## src/rtl/sigmoid_taylor.sv

```systemverilog
// Logistic sigmoid, signed Q4.8 in -> unsigned Q1.12 out, one-cycle latency.
// Piecewise 2nd-order Taylor about segment centres on |x|, mirrored for x < 0.
module sigmoid_taylor (
    input  logic        clk,
    input  logic        reset,
    input  logic [11:0] x,
    output logic [12:0] f_x
);

    localparam logic [12:0] ONE  = 13'h1000;
    localparam logic [12:0] HALF = 13'h0800;
    localparam logic signed [39:0] RND = 40'sd524288;

    logic               neg;
    logic               min_neg;
    logic [10:0]        mag;
    logic [2:0]         seg;
    logic signed [8:0]  d;
    logic signed [17:0] dd;
    logic signed [17:0] k0;
    logic signed [17:0] k1;
    logic signed [17:0] k2;
    logic [12:0]        lo;
    logic [12:0]        hi;
    logic signed [26:0] p1;
    logic signed [35:0] p2;
    logic signed [39:0] acc;
    logic signed [19:0] g_r;
    logic [12:0]        g_sat;
    logic [12:0]        g;
    logic [12:0]        f_x_d;
    logic [12:0]        f_x_q;

    always_comb begin
        neg     = x[11];
        min_neg = (x == 12'h800);
        mag     = neg ? (~x[10:0] + 11'd1) : x[10:0];
        seg     = mag[10:8];
        d       = $signed({1'b0, mag[7:0]}) - 9'sd128;
        dd      = 18'(d) * 18'(d);
    end

    // Q1.16 Taylor terms at c = s + 0.5: sig, sig', sig''/2.
    // lo/hi pin each segment between its neighbours' joins,
    // which keeps the curve monotonic across segment edges.
    always_comb begin
        k0 = '0;
        k1 = '0;
        k2 = '0;
        lo = HALF;
        hi = ONE;
        unique case (seg)
            3'd0: begin
                k0 = 18'sd40793; k1 = 18'sd15401; k2 = -18'sd1886;
                lo = 13'd2048;   hi = 13'd2995;
            end
            3'd1: begin
                k0 = 18'sd53581; k1 = 18'sd9774;  k2 = -18'sd3104;
                lo = 13'd2995;   hi = 13'd3611;
            end
            3'd2: begin
                k0 = 18'sd60565; k1 = 18'sd4594;  k2 = -18'sd1949;
                lo = 13'd3611;   hi = 13'd3904;
            end
            3'd3: begin
                k0 = 18'sd63615; k1 = 18'sd1865;  k2 = -18'sd878;
                lo = 13'd3904;   hi = 13'd4023;
            end
            3'd4: begin
                k0 = 18'sd64816; k1 = 18'sd712;   k2 = -18'sd348;
                lo = 13'd4023;   hi = 13'd4069;
            end
            3'd5: begin
                k0 = 18'sd65269; k1 = 18'sd266;   k2 = -18'sd132;
                lo = 13'd4069;   hi = 13'd4086;
            end
            3'd6: begin
                k0 = 18'sd65438; k1 = 18'sd98;    k2 = -18'sd49;
                lo = 13'd4086;   hi = 13'd4092;
            end
            3'd7: begin
                k0 = 18'sd65500; k1 = 18'sd36;    k2 = -18'sd18;
                lo = 13'd4092;   hi = 13'd4096;
            end
        endcase
    end

    // All terms aligned to 2^-32 before a single round to 2^-12.
    always_comb begin
        p1  = 27'(k1) * 27'(d);
        p2  = 36'(k2) * 36'(dd);
        acc = (40'(k0) <<< 16) + (40'(p1) <<< 8) + 40'(p2) + RND;
        g_r = 20'(acc >>> 20);
    end

    always_comb begin
        if (g_r < 20'sd0) begin
            g_sat = 13'd0;
        end else if (g_r > 20'sd4096) begin
            g_sat = ONE;
        end else begin
            g_sat = g_r[12:0];
        end
        if (g_sat < lo) begin
            g = lo;
        end else if (g_sat > hi) begin
            g = hi;
        end else begin
            g = g_sat;
        end
        if (mag == 11'd0) begin
            g = HALF;
        end
    end

    always_comb begin
        if (min_neg) begin
            f_x_d = 13'd0;
        end else if (neg) begin
            f_x_d = ONE - g;
        end else begin
            f_x_d = g;
        end
    end

    always_ff @(posedge clk) begin
        if (reset) begin
            f_x_q <= 13'd0;
        end else begin
            f_x_q <= f_x_d;
        end
    end

    assign f_x = f_x_q;

endmodule

```

## config.mk

```make
export PLATFORM = sky130hd
export DESIGN_NAME = sigmoid_taylor
export DESIGN_NICKNAME = d
export VERILOG_FILES = /design/src/rtl/sigmoid_taylor.sv
export SDC_FILE = /design/constraint.sdc
export NUM_CORES = 1
export LEC_CHECK = 0
export CORE_ASPECT_RATIO = 0.5
export CORE_MARGIN = 2
export CORE_UTILIZATION = 48
export CTS_CLUSTER_SIZE = 12
export DETAILED_ROUTE_END_ITERATION = 8
export SKIP_LAST_GASP = 1
export SLEW_MARGIN = 20
export SYNTH_ARGS = -nofsm -noshare
export SYNTH_HDL_FRONTEND = slang
export SYNTH_SLANG_ARGS = --single-unit
```

## constraint.sdc

```tcl
create_clock -name clk -period 28.2 [get_ports clk]
set_input_delay 5.64 -clock clk [delete_from_list [all_inputs] [get_ports clk]]
set_output_delay 5.64 -clock clk [all_outputs]
set_load 0.01 [all_outputs]
```

# [Word level (Yosys, flattened, before mapping)]
# Memories as Yosys holds them, arrays and structs flattened.
# Cells that the tools add are included.
[word_totals] ff_bits=13 mem_bits_ro=520 input_bits=14 out_inout_bits=13 wordCells=26 mem_count=1
[classes] add_sub_neg=6 multipliers=3 order_cmp=4 n_eq_ne=1 muxes=7 bitwise_logic=1 reduce_logical=2
[memory_table] memory="(name not given)" words=8 word_bits=65 rd=1 rd_clocked_by_memory_dff=0 wr=0 line_no="52" text="unique case (seg)"
[op_table] operator="13-bit two-way mux" n=6
[op_table] operator="37-bit by 21-bit adder with 38-bit output, second input constant" n=1
[op_table] operator="36-bit by 36-bit adder with 37-bit output" n=1
[op_table] operator="34-bit by 35-bit adder with 36-bit output" n=1
[op_table] operator="18-bit by 18-bit multiplier with 36-bit output" n=1
[op_table] operator="18-bit by 9-bit multiplier with 27-bit output" n=1
[op_table] operator="18-bit by 14-bit greater-than comparator with 1-bit output, second input constant" n=1
[op_table] operator="18-bit by 1-bit < comparator with 1-bit output, second input constant" n=1
[op_table] operator="9-bit by 9-bit multiplier with 18-bit output" n=1
[op_table] operator="13-bit greater-than comparator" n=1
[op_table] operator="13-bit < comparator" n=1
[op_table] operator="13-bit subtractor, first input constant" n=1
[op_table] operator="12-bit == test, second input constant" n=1
[op_table] operator="11-bit by 1-bit adder with 11-bit output, second input constant" n=1
[op_table] operator="11-bit logical NOT" n=1
[op_table] operator="11-bit two-way mux" n=1
[op_table] operator="11-bit NOT" n=1
[op_table] operator="8-bit by 8-bit subtractor with 9-bit output, second input constant" n=1
[op_table] operator="2-bit OR reduction" n=1

# [Longest topological paths before layout]
# Gate-level depths: netlist (run 1).
[logic_depth] word_depth=17 depth_mapped=76 ltp_nobuf=69

# [Least setup slack after synthesis (run 1)]
# OpenSTA, ideal clock, no wires.
[synth_path] path_kind="input -> register" from="in x[0]" to="reg f_x_q[8], in the netlist f_x[8]" setup_ps=128 arrival_time_ps=21854 required_ps=28072 slack_ps=6219 stages=67 n_path_buf=6 cell_sequence="clkbuf_1 -> clkinv_1 -> clkbuf_1 -> ha_1 -> or4b_4 -> o21ai_0 -> xnor2_1 -> clkbuf_1 -> nand2_1 -> fa_1 -> fa_1 -> inv_1 -> fa_1 -> fa_1 -> inv_1 -> fa_1 -> inv_1 -> ha_1 -> [31 not listed] -> a41o_1 -> nand3_1 -> clkbuf_1 -> nor2_1 -> ha_1 -> and4_1 -> a2111oi_0 -> a31oi_1 -> o21ai_0 -> a21bo_2 -> clkbuf_1 -> nor3_1 -> a311o_1 -> a22oi_2 -> and3_1 -> a41oi_1 -> xor2_1 -> nor2_1"
[synth_via] elab_chain_len=17 elab_cells_between_ends=25 classes_between="add/sub: 6; mul: 3; order compare: 4; eq/ne: 1; mux: 7; bitwise: 1; reduce/logical: 2; memory: 1"
[synth_lines] element="start, declared" line_no="6" text="input logic [11:0] x,"
[synth_lines] element="11-bit NOT" line_no="37" text="mag = neg ? (~x[10:0] + 11'd1) : x[10:0];"
[synth_lines] element="11-bit by 1-bit adder with 11-bit output" line_no="37"
[synth_lines] element="11-bit two-way mux" line_no="37"
[synth_lines] element="8-bit by 8-bit subtractor with 9-bit output / memory read 8 x 65 bit (equally long branches)"
[synth_lines] element="9-bit by 9-bit multiplier with 18-bit output / 18-bit by 9-bit multiplier with 27-bit output (equally long branches)" line_no="40, 90"
[synth_lines] element="18-bit by 18-bit multiplier with 36-bit output / 34-bit by 35-bit adder with 36-bit output (equally long branches)" line_no="91, 92"
[synth_lines] element="36-bit by 36-bit adder with 37-bit output" line_no="92" text="acc = (40'(k0) <<< 16) + (40'(p1) <<< 8) + 40'(p2) + RND;"
[synth_lines] element="37-bit by 21-bit adder with 38-bit output" line_no="92"
[synth_lines] element="18-bit by 14-bit greater-than comparator with 1-bit output" line_no="99" text="end else if (g_r > 20'sd4096) begin"
[synth_lines] element="13-bit two-way mux" line_no="99"
[synth_lines] element="13-bit two-way mux" line_no="97" text="if (g_r < 20'sd0) begin"
[synth_lines] element="13-bit greater-than comparator" line_no="106" text="end else if (g_sat > hi) begin"
[synth_lines] element="13-bit two-way mux" line_no="106"
[synth_lines] element="13-bit two-way mux" line_no="104" text="if (g_sat < lo) begin"
[synth_lines] element="13-bit two-way mux" line_no="111" text="if (mag == 11'd0) begin"
[synth_lines] element="13-bit subtractor" line_no="120" text="f_x_d = ONE - g;"
[synth_lines] element="13-bit two-way mux" line_no="119" text="end else if (neg) begin"
[synth_lines] element="end signal, assigned" line_no="128" text="f_x_q <= 13'd0;"
[synth_lines] element="end signal, assigned" line_no="130" text="f_x_q <= f_x_d;"
[synth_lines] element="end, declared" line_no="32" text="logic [12:0] f_x_q;"
# Several ways; a longest one is shown, not always the timed one.
# A chain may end at the register's enable or synchronous reset.

# [Worst setup path in the final report (run 1)]
# Same ends and word-level chain as after synthesis.

==> flow_summary_export.csv, run 1 <==
group,metric,value,unit
outcome,status,"finished clean",
clock_network,clock_path_buffers,2,
synthesis,synth_ff_type,"dfxtp_1",
global_routing,antenna_found_initial,0,
setup_path,cp_top_family,"adder cells",
route,ant_nets,0,
placed_design,port_buffers,26,
sta,finalCriticalPeriod,25.11,ns
global_routing,overflow,0,
cells_and_area,largest_register_ffs,13,
cells_and_area,final_cell_mix,"inv_1 (575), fa_1 (454), ha_1 (261)",
flow_run,drv_cap,0,
sta,relSlewSlack,0.263,
synthesis,synthArstFlopShare,0,
setup_path,crit_slowest_cell,"xnor2_1",
clock_network,cts_setup_buffers,0,
setup_path,cp-end-kind,"register",
placed_design,detailed_place_hpwl,47.3,mm
cells_and_area,fin_nets,3028,
sta,rsz0062_at_grt,"no",
synthesis,yosys.area.top_type_share,0.454,
clock_network,cts_resized,0,
global_routing,grt_pass1_vias,16100,
setup_path,cp.required,28.32,ns
route,finalWirelength,55.2,mm
cells_and_area,syn_to_final_growth,5.32,%
route,num_vias,15300,
floorplan,pin_count,27,
synthesis,seq_area_frac_synth,0.0130,
sta,slew_violations,0,
clock_network,cts_hold_buffers,0,
sta,setup_viol,0,
floorplan,core,0.0407,mm2
sta,max_freq,39.8,MHz
sta,worst_pin_slew,1.10,ns
floorplan,die_width,293,um
route,avgRoutedWirePerCell,19.4,um
synthesis,ys_types,86,
setup_path,worst-path-max-fanout,23,
synthesis,syn-cell-area,0.0200,mm2
setup_path,slowest_delay,0.76,ns
cells_and_area,finalNonFillerCells,2841,
sta,hold_violations,0,
worst_hold_path,hold_class,"input port to register",
synthesis,synthTopCellsByArea,"fa_1 (45%), ha_1 (16%), inv_1 (11%)",
global_routing,grt_usage,0.270,
cells_and_area,final_common_cell,"inv_1",
setup_path,cpMostUsedCell,"inv_1",
route,drtPass1Iterations,6,
clock_network,numCtsBuffers,3,
clock_network,h-tree-depth,1,
synthesis,yosys.area.top_type,"fa_1",
setup_path,crit_buf_inv,15,
sta,fin_crit_sh,0.891,
clock_network,cts_tree,"yes",
setup_path,worstSetupStartpointType,"input port",
sta,final.setup.tns,0,ns
setup_path,cp.arrival,25.23,ns
global_routing,grt_start_max_net_pins,43,
sta,layout_setup_ws,3.09,ns
synthesis,syn_area_per_cell,8.74,um2
floorplan,num_rows,52,
sta,holdWs,6.27,ns
cells_and_area,layout-drive-gt1-share,0.0300,
route,routed_via_density,5.37,
clock_network,clk_pin_slew,0.04,ns
clock_network,root_buffer,"clkbuf_16",
route,drt_iter0_markers,1102,
placed_design,routabilityCongestion,0.935,
floorplan,die_area,0.0434,mm2
synthesis,synth_edf_count,0,
synthesis,ys_ff_latch,13,
global_routing,grt_pass1_wl,89.7,mm
synthesis,synthCells,2287,
clock_network,clock_sinks,13,
synthesis,yosys_warnings,0,
floorplan,die_h,148,um
setup_path,critPathKind,"input port to register",
placed_design,dp_cells,2834,
floorplan,start_util,0.491,
route,drcViolationCount,0,
placed_design,post-place-ws,3.14,ns
[cell type report]
type                    instances  area, um2
fillers                      3887      19700
multi-input cells            1637      17400
inverters                     590       2220
well taps                     540        676
repair buffers                 54        470
flip-flops and latches         13        260
clock buffers                   4       78.8
diodes                          3       7.51
[metrics by stage]
step,cell area (um2),util
2_1_floorplan,20000,-
3_3_place_gp,21000,0.515
3_5_place_dp,21000,0.515
4_1_cts,21100,0.517
5_1_grt,21100,0.517
6_report,21100,0.517
[kinds of logic (layout without fill, tap and decap cells)]
logic type                 after synthesis  in the layout  synth area share
DFF                                     13             13            0.0130
AOI/OAI and AO/OA                      235            235            0.0828
and+or+nand+nor                        602            602             0.130
xor gates and xnor gates                74             74            0.0328
adders and majority gates              715            715             0.618
other                                    1              9          0.000188
muxes                                    5              5           0.00250
buffers and inverters                  642            648             0.121
[per-layer routing]
layer,wire (um),vias to the layer above,global-route usage
met5,0,-,0
met4,749,0,0.0333
met3,5310,50,0.0649
met2,24000,540,0.419
met1,25100,7689,0.394
li1,-,6981,-
[synthesized netlist by cell type (all sizes together), types with 4 or more instances]
| library cell | instances |
|---|---|
| fa | 454 |
| clkinv | 10 |
| a211oi | 8 |
| a31o | 5 |
| mux2i | 5 |
| o21ai | 47 |
| o21bai | 16 |
| a31oi | 10 |
| nor3 | 24 |
| dfxtp | 13 |
| o211ai | 5 |
| nand2 | 239 |
| xor2 | 17 |
| and3 | 10 |
| buf | 8 |
| and2 | 21 |
| nor2b | 6 |
| nand3 | 8 |
| a2111oi | 5 |
| nor2 | 241 |
| inv | 580 |
| ha | 261 |
| o21a | 10 |
| or4 | 5 |
| o31ai | 8 |
| a41oi | 4 |
| a21boi | 8 |
| nand4 | 14 |
| nand2b | 10 |
| xnor2 | 57 |
| a311o | 4 |
| a21oi | 57 |
| or2 | 4 |
| clkbuf | 44 |
| a21o | 24 |
[worst paths after layout]
| check | endpoint | start | slack (ns) | depth (start not counted) |
|---|---|---|---|---|
| worst min-delay path | f_x[1]$_SDFF_PP0_ | x[11] | 6.27 | 4 |
| worst max-delay path | f_x[8]$_SDFF_PP0_ | x[0] | 3.09 | 68 |
Power of run 1 is not shown: default switching activity piles up to over one toggle a cycle in this logic, so the estimate is an artifact.
==> run 2: changes to the inputs <==
==> constraint.sdc (replaced) <==
create_clock -name clk -period 28.2 [get_ports clk]
set_input_delay 8.46 -clock clk [delete_from_list [all_inputs] [get_ports clk]]
set_output_delay 8.46 -clock clk [all_outputs]
set_load 0.01 [all_outputs]
==> flow_summary_export.csv, run 2 (synthesis gave the netlist of run 1 again) <==
group,metric,value,unit
outcome,status,"finished clean",
cells_and_area,syn_to_final_growth,5.51,%
global_routing,grt_pass1_wl,90.3,mm
floorplan,num_rows,52,
cells_and_area,largest_register_ffs,13,
route,drt_iter0_markers,1139,
route,avgRoutedWirePerCell,19.5,um
global_routing,grt_usage,0.273,
clock_network,numCtsBuffers,3,
worst_hold_path,hold_class,"input port to register",
clock_network,h-tree-depth,1,
floorplan,die_width,293,um
clock_network,clock_path_buffers,2,
setup_path,cpMostUsedCell,"fa_1",
floorplan,pin_count,27,
placed_design,post_dp_cell_area,0.0210,mm2
placed_design,detailed_place_hpwl,47.9,mm
placed_design,post-place-ws,1.23,ns
sta,finalCriticalPeriod,27.06,ns
setup_path,cp.required,28.32,ns
sta,layout_setup_ws,1.14,ns
floorplan,die_area,0.0434,mm2
global_routing,grt_start_max_net_pins,43,
sta,worst_pin_slew,1.07,ns
setup_path,endpoint,"f_x[8]$_SDFF_PP0_",
route,finalWirelength,55.4,mm
cells_and_area,final_cell_mix,"inv_1 (575), fa_1 (454), ha_1 (261)",
sta,rsz0062_at_grt,"no",
setup_path,crit_slowest_cell,"or4_4",
setup_path,critPathKind,"input port to register",
floorplan,core,0.0407,mm2
clock_network,cts_setup_buffers,0,
route,ant_nets,0,
global_routing,antenna_found_initial,2,
global_routing,grt_pass1_vias,16000,
clock_network,cts_hold_buffers,0,
sta,final.setup.tns,0,ns
clock_network,clk_pin_slew,0.05,ns
clock_network,cts_resized,0,
route,routed_via_density,5.32,
placed_design,port_buffers,26,
cells_and_area,fin_nets,3035,
setup_path,slowest_delay,0.58,ns
clock_network,root_buffer,"clkbuf_16",
route,drtPass1Iterations,5,
sta,holdWs,9.08,ns
setup_path,worstSetupStartpointType,"input port",
setup_path,cp-end-kind,"register",
sta,setup_viol,0,
route,drcViolationCount,0,
floorplan,die_h,148,um
clock_network,cts_tree,"yes",
setup_path,startpoint,"x[0]",
sta,fin_crit_sh,0.960,
global_routing,overflow,0,
sta,max_freq,37.0,MHz
cells_and_area,layout-drive-gt1-share,0.0325,
flow_run,drv_cap,0,
cells_and_area,final_common_cell,"inv_1",
setup_path,worst-path-max-fanout,18,
placed_design,routabilityCongestion,0.993,
clock_network,clock_sinks,13,
worst_hold_path,holdCritStartpoint,"x[11]",
sta,hold_violations,0,
setup_path,cp.arrival,27.17,ns
cells_and_area,fin_area,0.0211,mm2
floorplan,start_util,0.491,
sta,relSlewSlack,0.280,
route,num_vias,15200,
sta,slew_violations,0,
-- run 2: layout make-up --
class	count	area (um2)
repair buffers	61	523
flip-flops and latches	13	260
inverters	590	2220
well taps	540	676
multi-input cells	1637	17300
diodes	1	2.50
fillers	3901	19600
clock buffers	4	78.8
-- run 2: worst max-delay path, delay by kind of cell --
kind | cells | cell delay, ns
adders and majority gates | 16 | 6.76
xor gates and xnor gates | 4 | 0.89
AOI/OAI and AO/OA | 21 | 4.94
and+or+nand+nor | 12 | 3.61
buffers and inverters | 14 | 2.44
-- run 2: worst min path at each step --
stage / cells past startpoint / to
detailed placement: 1 / f_x[0]
finish: 4 / f_x[1]$_SDFF_PP0_
CTS: 4 / f_x[1]$_SDFF_PP0_
global route: 5 / f_x[11]$_SDFF_PP0_
global placement: 1 / f_x[1]
floorplan: 2 / f_x[11]$_SDFF_PP0_
-- run 2: routing by layer --
| layer | track usage | vias to the layer above | wire, um |
|---|---|---|---|
| li1 | - | 6995 | - |
| met1 | 0.407 | 7628 | 25800 |
| met2 | 0.418 | 488 | 23900 |
| met3 | 0.0632 | 38 | 5090 |
| met4 | 0.0305 | 2 | 571 |
| met5 | 0 | - | 11 |
-- run 2: stage by stage --
step                 util  cells
finish              0.518   2846
global route        0.518   2845
CTS                 0.518   2845
detailed placement  0.516   2841
global placement    0.516   2841
floorplan               -   2292
Power of run 2 is left out for the same reason.
==> run 3: changes to the inputs <==
Settings changed: CELL_PAD_IN_SITES_DETAIL_PLACEMENT from default to 1, CELL_PAD_IN_SITES_GLOBAL_PLACEMENT from default to 1, PLACE_DENSITY_LB_ADDON from default to 0.1.
==> flow_summary_export.csv, run 3 (synthesis gave the netlist of run 1 again) <==
group,metric,value,unit
route,drt_iter0_markers,881,
clock_network,root_buffer,"clkbuf_16",
setup_path,cp.required,28.32,ns
route,routed_via_density,5.47,
floorplan,die_h,148,um
sta,hold_violations,0,
floorplan,num_rows,52,
global_routing,grt_usage,0.303,
route,wl_met2,27.1,mm
sta,holdWs,9.06,ns
global_routing,antenna_found_initial,2,
sta,setup_viol,0,
flow_run,drv_cap,0,
setup_path,crit_slowest_cell,"xnor2_2",
clock_network,clock_sinks,13,
sta,worst_pin_slew,1.16,ns
route,drtPass1Iterations,6,
setup_path,critPathKind,"input port to register",
sta,rsz0062_at_grt,"no",
floorplan,core,0.0407,mm2
placed_design,routabilityCongestion,0.923,
clock_network,cts_setup_buffers,0,
setup_path,cpMostUsedCell,"fa_1",
placed_design,dp_cells,2844,
clock_network,clock_path_buffers,2,
route,m1WireLength,29.6,mm
floorplan,pin_count,27,
clock_network,cts_tree,"yes",
cells_and_area,largest_register_ffs,13,
clock_network,h-tree-depth,1,
placed_design,detailed_place_hpwl,54.2,mm
cells_and_area,fin_area,0.0211,mm2
route,finalWirelength,62.1,mm
placed_design,post_dp_cell_area,0.0210,mm2
sta,finalCriticalPeriod,26.93,ns
sta,relSlewSlack,0.224,
floorplan,start_util,0.491,
global_routing,grt_pass1_wl,99.6,mm
cells_and_area,syn_to_final_growth,5.67,%
route,drcViolationCount,0,
sta,max_freq,37.1,MHz
route,topRoutingLayerUsed,"met5",
setup_path,cp-end-kind,"register",
cells_and_area,fillers,4866,
global_routing,grt_pass1_vias,17500,
outcome,status,"finished clean",
clock_network,clk_pin_slew,0.04,ns
cells_and_area,finalNonFillerCells,2848,
sta,fin_crit_sh,0.955,
setup_path,cp.arrival,27.05,ns
worst_hold_path,hold_class,"input port to register",
route,avgRoutedWirePerCell,21.8,um
cells_and_area,layout-drive-gt1-share,0.0347,
floorplan,die_area,0.0434,mm2
global_routing,overflow,0,
placed_design,port_buffers,26,
floorplan,die_width,293,um
route,num_vias,15600,
cells_and_area,final_common_cell,"inv_1",
setup_path,slowest_delay,0.86,ns
cells_and_area,diodes,0,
setup_path,worst-path-max-fanout,22,
clock_network,numCtsBuffers,3,
setup_path,worstSetupStartpointType,"input port",
sta,final.setup.tns,0,ns
route,ant_nets,0,
cells_and_area,fin_nets,3038,
sta,slew_violations,0,
route,route.met3.wl,4.55,mm
global_routing,grt_start_max_net_pins,28,
cells_and_area,final_cell_mix,"inv_1 (575), fa_1 (454), ha_1 (261)",
[run 3: critical path, delay by kind of cell]
kind	cells	cell delay, ns
adders and majority gates	15	6.66
and+or+nand+nor	16	3.77
buffers and inverters	10	2.12
xor gates and xnor gates	4	1.80
AOI/OAI and AO/OA	17	4.24
[run 3: cell type report]
class                   count  area, um2  area share
inverters                 590       2220       0.105
clock inverters             1       5.00    0.000237
multi-input cells        1637      17400       0.821
well taps                 540        676      0.0320
repair buffers             64        546      0.0258
clock buffers               3       75.1     0.00355
flip-flops and latches     13        260      0.0123
[run 3: stage by stage]
step,setup WS (ns),util
3_3_place_gp,1.53,0.517
2_1_floorplan,3.40,-
5_1_grt,0.00710,0.519
4_1_cts,1.44,0.519
6_report,1.27,0.519
3_5_place_dp,1.24,0.517
[run 3: path summary, 6_finish.rpt]
| path | startpoint | endpoint | slack, ns | cells past startpoint |
|---|---|---|---|---|
| setup / recovery | x[0] | f_x[8]$_SDFF_PP0_ | 1.27 | 62 |
| hold / removal | x[11] | f_x[1]$_SDFF_PP0_ | 9.06 | 4 |
[run 3: repair_timing]
item,in CTS,in global routing
hold buffers,0,0
endpoints found under the setup margin,0,5
endpoints found under the hold margin,0,0
gates resized for setup,0,1
[run 3: per-layer routing]
| metal | vias to the layer above | track usage |
|---|---|---|
| met1 | 8139 | 0.450 |
| met4 | 2 | 0.0385 |
| met3 | 64 | 0.0608 |
| met2 | 381 | 0.474 |
| met5 | - | 0 |
| li1 | 6998 | - |
Power of run 3 is left out for the same reason.
